**src/rtl/sipo_deserializer.sv**
```systemverilog
// sipo_deserializer: serial-in/parallel-out receiver.
// Collects NrOfBits strobed serial samples into one word, presents it on a
// double-buffered valid/ready output with a sticky overrun flag, and applies
// a per-bit inversion mask at the output register.
// Optional feature macro: DESER_PARITY_EN (even-parity bit after each word,
// reported on Parity_Error). Without it Parity_Error is tied to 0.
module sipo_deserializer #(
    parameter int                  NrOfBits   = 8,
    parameter logic [NrOfBits-1:0] InvertMask = '0,
    parameter bit                  MsbFirst   = 1'b0
) (
    input  logic                Clock,
    input  logic                Reset_n,
    input  logic                Serial_In,
    input  logic                Bit_Valid,
    input  logic                Frame_Start,
    input  logic                Word_Ready,
    input  logic                Overrun_Clr,
    output logic [NrOfBits-1:0] Word_Out,
    output logic                Word_Valid,
    output logic                Overrun,
    output logic [5:0]          Bit_Count,
    output logic                Parity_Error
);

`ifdef DESER_PARITY_EN
    localparam int TotalBits = NrOfBits + 1;
`else
    localparam int TotalBits = NrOfBits;
`endif
    localparam logic [5:0] LastCnt = 6'(TotalBits);
    localparam logic [5:0] DataCnt = 6'(NrOfBits);

    typedef enum logic [1:0] {IDLE, SHIFT, COMPLETE} state_t;

    state_t              state, state_nx;
    logic [5:0]          cnt_nx;
    logic                take_bit;
    logic                first_bit;
    logic                data_bit;
    logic                complete;
    logic                word_load;
    logic                overrun_set;
    logic [NrOfBits-1:0] sreg;

    // State register and bit counter
    always_ff @(posedge Clock) begin
        if (!Reset_n) begin
            state     <= IDLE;
            Bit_Count <= '0;
        end else begin
            state     <= state_nx;
            Bit_Count <= cnt_nx;
        end
    end

    // Next-state logic: Frame_Start overrides the sequence and may carry bit 0
    always_comb begin
        state_nx  = state;
        cnt_nx    = Bit_Count;
        take_bit  = 1'b0;
        first_bit = 1'b0;
        if (Frame_Start) begin
            take_bit  = Bit_Valid;
            first_bit = Bit_Valid;
            cnt_nx    = Bit_Valid ? 6'd1 : 6'd0;
            state_nx  = Bit_Valid ? SHIFT : IDLE;
        end else begin
            case (state)
                IDLE: begin
                    cnt_nx = '0;
                    if (Bit_Valid) begin
                        take_bit  = 1'b1;
                        first_bit = 1'b1;
                        cnt_nx    = 6'd1;
                        state_nx  = SHIFT;
                    end
                end
                SHIFT: begin
                    if (Bit_Valid) begin
                        take_bit = 1'b1;
                        cnt_nx   = Bit_Count + 6'd1;
                        if (cnt_nx == LastCnt)
                            state_nx = COMPLETE;
                    end
                end
                COMPLETE: begin
                    // strobes here are ignored; the word moves to the output
                    cnt_nx   = '0;
                    state_nx = IDLE;
                end
                default: begin
                    cnt_nx   = '0;
                    state_nx = IDLE;
                end
            endcase
        end
    end

    // Completion and handshake qualifiers
    always_comb begin
        complete    = (state == COMPLETE);
        data_bit    = first_bit || (Bit_Count < DataCnt);
        overrun_set = complete && Word_Valid && !Word_Ready;
        word_load   = complete && !overrun_set;
    end

    // Shift register; a trailing parity bit is not shifted into the word
    always_ff @(posedge Clock) begin
        if (!Reset_n) begin
            sreg <= '0;
        end else if (take_bit && data_bit) begin
            if (MsbFirst)
                sreg <= {sreg[NrOfBits-2:0], Serial_In};
            else
                sreg <= {Serial_In, sreg[NrOfBits-1:1]};
        end
    end

    // Output buffer: load on completion unless the old word is still unaccepted
    always_ff @(posedge Clock) begin
        if (!Reset_n) begin
            Word_Out   <= '0;
            Word_Valid <= 1'b0;
        end else if (word_load) begin
            Word_Out   <= sreg ^ InvertMask;
            Word_Valid <= 1'b1;
        end else if (Word_Valid && Word_Ready) begin
            Word_Valid <= 1'b0;
        end
    end

    // Sticky overrun; a new overrun beats a simultaneous clear
    always_ff @(posedge Clock) begin
        if (!Reset_n)
            Overrun <= 1'b0;
        else
            Overrun <= overrun_set | (Overrun & ~Overrun_Clr);
    end

`ifdef DESER_PARITY_EN
    logic par_acc;

    // Running XOR over data and parity bits of the current word
    always_ff @(posedge Clock) begin
        if (!Reset_n)
            par_acc <= 1'b0;
        else if (take_bit)
            par_acc <= first_bit ? Serial_In : (par_acc ^ Serial_In);
    end

    // Parity result travels with the word it belongs to
    always_ff @(posedge Clock) begin
        if (!Reset_n)
            Parity_Error <= 1'b0;
        else if (word_load)
            Parity_Error <= par_acc;
    end
`else
    assign Parity_Error = 1'b0;
`endif

endmodule

```
**config.mk**
```make
export PLATFORM = sky130hd
export DESIGN_NAME = sipo_deserializer
export DESIGN_NICKNAME = d
export VERILOG_FILES = /design/src/rtl/sipo_deserializer.sv
export SDC_FILE = /design/constraint.sdc
export NUM_CORES = 1
export LEC_CHECK = 0
export ABC_AREA = 1
export ABC_CLOCK_PERIOD_IN_PS = 2400
export CORE_MARGIN = 3
export CORE_UTILIZATION = 52
export DETAILED_ROUTE_END_ITERATION = 7
export PLACE_DENSITY = 0.82
export SLEW_MARGIN = 20
export SYNTH_ARGS = -nofsm -noshare
export SYNTH_HDL_FRONTEND = slang
export SYNTH_SLANG_ARGS = --single-unit
```
**constraint.sdc**
```tcl
create_clock -name Clock -period 2.4 [get_ports Clock]
set_input_delay 0.48 -clock Clock [delete_from_list [all_inputs] [get_ports Clock]]
set_output_delay 0.48 -clock Clock [all_outputs]
set_load 0.02 [all_outputs]
```
Word-level counts from Yosys, hierarchy flattened
Cells that the tools add are included.

Flip-flop bits (word level): 26. Word-level logic and storage cells: 46. Bits of input ports: 7. Output and inout port bits: 17.

Magnitude comparators: 1. Multiplexer cells: 17. Add/sub/neg operators: 1. Equality and inequality tests: 6. Bitwise operators: 3. Reduce and logical (&&, ||, !) cells: 12.

Operators with widths (number): 2-to-1 mux 6 bit (2); one-hot mux 6 bit (2 select lines) (1); 2-to-1 mux 1 bit (9); inequality test 3 bit, second input constant (3); 2-to-1 mux 2 bit (4); adder 6 x 1 -> 6 bit, second input constant (1); == test 6 x 4 -> 1 bit, second input constant (1); < comparator 6 x 4 -> 1 bit, second input constant (1); logical AND 1 bit (5); one-hot mux 2 bit (2 select lines) (1); AND reduction 3 bit (1); == test 2 x 1 -> 1 bit, second input constant (1); == test 2 bit, second input constant (1); logical NOT 1 bit (2); logical NOT 2 bit (1); nonzero test 2 bit (1); OR reduction 2 bit (1); bitwise AND 1 bit (1); logical OR 1 bit (1); NOT 1 bit (1); bitwise OR 1 bit (1).

Logic depth before layout (Yosys ltp)
Depth in word-level cells: 6. Gate-level depth with buffers: 11. Gate-level depth less buffers: 11.

Least setup slack after synthesis
OpenSTA, ideal clock, no wires.

Path kind: register to register. Start: register Bit_Count[0]. End: register state[0]. Cell stages (with the launch flop): 11. Buffers on the path: 0. Library setup time: 0.109 ns. Clock period less this slack: 1.438 ns. Data required time: 2.291 ns. Setup slack: 0.962 ns. Arrival: 1.329 ns. Cells stage by stage: dfxtp_1 > ha_1 > nand2_1 > o21ai_1 > nand2_1 > nor2_1 > nand2_1 > nand2_1 > nand3_1 > nand2_1 > inv_1.

Word-level cells in the longest chain between the ends: 4.

RTL lines: start: declaration (RTL line 22) `output logic [5:0] Bit_Count,`; start signal: assignment (RTL line 53) `Bit_Count <= cnt_nx;`; adder 6 x 1 -> 6 bit (RTL line 82) `cnt_nx = Bit_Count + 6'd1;`; == test 6 x 4 -> 1 bit (RTL line 83) `if (cnt_nx == LastCnt)`; inequality test 3 bit (no source line); AND reduction 3 bit (no source line); end signal: assignment (RTL line 52) `state <= state_nx;`; end: declaration (RTL line 36) `state_t state, state_nx;`.

Every way passes these cells. A chain may end at the register's enable or synchronous reset.

Final worst setup path
Start: register Bit_Count[0]. End: output Bit_Count[0].

No word-level cell between the ends.

==> flow_summary.ini <==
[route]
drcViolationCount = 0
wl_per_cell_microns = 10.8
first_pass_iters = 4
postRouteAntennaNets = 0
wl_mm = 2.23
drtIter0Drc = 27
vias = 1027
detail_route.vias_per_cell = 4.96

[power]
power_frac_seq = 0.596
switching_share = 0.251
comb_power_share = 0.121
intPower_w = 0.000582
power_leakage_nw = 0.570
total_power_w = 0.000777
cellPowerDensity_mw_per_mm2 = 565
p_clk_frac = 0.283
ir_drop_uv = 483
netSwitchingPower_w = 0.000195

[die]
die_height_microns = 51.8
die-width_microns = 51.8
core_sq_mm = 0.00186
num_rows = 15
fp.dieArea_sq_mm = 0.00268
start_util = 0.587
num_io_pins = 24

[timing]
final.setup.tns_ns = 0
rsz0062_at_grt = no
skew_ns = 0.00679
fin_crit_ns = 1.96
drv_slew = 0
hold_violations = 0
whs_ns = 0.495
min_period_over_period = 0.817
fmax_mhz = 510
setup_violations = 0

[critical_path]
rr_worst_depth = 10
critPathLaunchType = register
r2r_setup_slack_ns = 0.80
worstPathMaxFanout = 8
arrival_ns = 1.48
crit_buf_inv = 1
required_ns = 1.92
crit_type = register to primary output
critPathTopFamily = buffers and inverters
cp-end-kind = primary output
path_cells = clkdlybuf4s50_1
crit_start = Bit_Count[0]
reg2reg_from = Bit_Count[0]
slowest_delay_ns = 0.66
slowest_stage = clkdlybuf4s50_1
reg2reg_to = state[0]

[grt]
gr-usage-met1 = 0.242
overflow = 0
grt_util_met2 = 0.343
grt_util_met3 = 0.0344
antenna_found_initial = 0
grt_max_degree = 18
grt_pass1_wl_mm = 3.97
grt_pass1_vias = 959
grt_usage = 0.196
grt-busiest-layer = met2

[cts]
root_buffer = clkbuf_4
htree_levels = 1
ctsResizeCount = 0
path_clk_slew_ns = 0.14
tritoncts = yes
clkSinkCount = 26
holdBufCountCts = 0
clk-insertion-delay-late_ns = 0.32
post_cts_buffers = 0
cts_inserted_buffers = 3
clk_path_buf_depth = 2

[synth]
yosysWarnings = 0
synth_edf_count = 0
synthCells = 157
ys_types = 20
syn_nets = 165
syn_avg_cell_area_sq_um = 6.95
synthArstFlopShare = 0
ys.flop_type = dfxtp_1
ys_seq_elements = 26
netlist_area_sq_mm = 0.00109
ys_seq_area_frac = 0.477

[min_path]
min_to = Word_Out[0]
hold_depth = 2
min_from = Word_Out[0]
hp-class = register to register

[flow_run]
cap_violations = 0

[placement]
dp_hpwl_mm = 1.72
port_buffers = 22
gp_congestion = 0.855

[finish]
area_growth_pct = 26.0
layout_common_cells = nor2_1, nand2_1, dfxtp_1, clkdlybuf4s50_1, o21ai_0
drive_gt1_frac = 0.0495
nNetsFinal = 191
final_common_cell = nor2_1
antenna-diode-count = 0
n_fill_cell = 141

[status]
status = finished, final reports clean
## worst reg2reg max path: stages, from the launching register on
cell and delay (ns):
dfxtp_1 0.50, ha_1 0.24, nand2_1 0.08, o21ai_1 0.13, nand2_1 0.08, nor2_1 0.13, nand2_1 0.06, nand2_1 0.10
nand3_1 0.10, nand2_1 0.07, inv_1 0.04
## cells by family after synthesis
| group | after synthesis | share of synthesized area |
|---|---|---|
| simple gates | 79 | 0.284 |
| compound gates | 30 | 0.147 |
| flops | 26 | 0.477 |
| buf+inv | 19 | 0.0688 |
| xor+xnor | 1 | 0.00803 |
| fa+ha+maj | 1 | 0.0115 |
| other cells | 1 | 0.00344 |
## power groups by stage
stage | clock (W) | sequential (W) | combinational, W
2_1_floorplan | 0 | 0.000477 | 0.0000503
3_3_place_gp | 0 | 0.000472 | 0.0000901
3_5_place_dp | 0 | 0.000472 | 0.0000937
4_1_cts | 0.000225 | 0.000463 | 0.0000940
5_1_grt | 0.000242 | 0.000466 | 0.000106
6_report | 0.000220 | 0.000463 | 0.0000937
## cell type report
type	instances	area (sq um)	area share
flip-flops and latches	26	520	0.379
multi-input cells	112	495	0.360
clock buffers	4	36.3	0.0264
well taps	25	31.3	0.0227
inverters	17	63.8	0.0464
repair buffers	23	228	0.166
## per-layer routing
| metal | wire length (microns) | vias to the layer above | part of all wire |
|---|---|---|---|
| li1 | - | 545 | - |
| met1 | 1070 | 463 | 0.48 |
| met2 | 1070 | 17 | 0.48 |
| met3 | 72 | 2 | 0.032 |
| met4 | 12 | 0 | 0.0054 |
| met5 | 0 | - | 0 |
## cell usage after synthesis, drive strengths merged, types with 7 or more instances
cell type	instances	area share
dfxtp	26	0.48
nand2	28	0.099
nand3	7	0.032
inv	17	0.058
a21oi	9	0.045
o21ai	18	0.083
nor2	43	0.15
## worst max-delay path by stage
stage | slack (ns) | depth (start not counted) | end
6_report | 0.44 | 1 | Bit_Count[0]
5_1_grt | 0.38 | 1 | Bit_Count[0]
4_1_cts | 0.45 | 1 | Bit_Count[0]
3_5_place_dp | 0.55 | 6 | sreg[3]
3_3_place_gp | 0.63 | 7 | sreg[3]
2_1_floorplan | 0.96 | 10 | state[0]
## sequential cells by signal, summed over array words and instances (netlist names)
name and flops:
Bit_Count 6, Overrun 1, Word_Out 8, Word_Valid 1
sreg 8, state 2
## metrics by stage
step	instances	util	cell area, sq um	setup WS (ns)
2_1_floorplan	157	-	1090	0.962
3_3_place_gp	203	0.721	1340	0.630
3_5_place_dp	203	0.721	1340	0.545
4_1_cts	207	0.740	1380	0.445
5_1_grt	207	0.740	1380	0.384
6_report	207	0.740	1380	0.440
No activity file was read; power rests on OpenSTA's default activity.
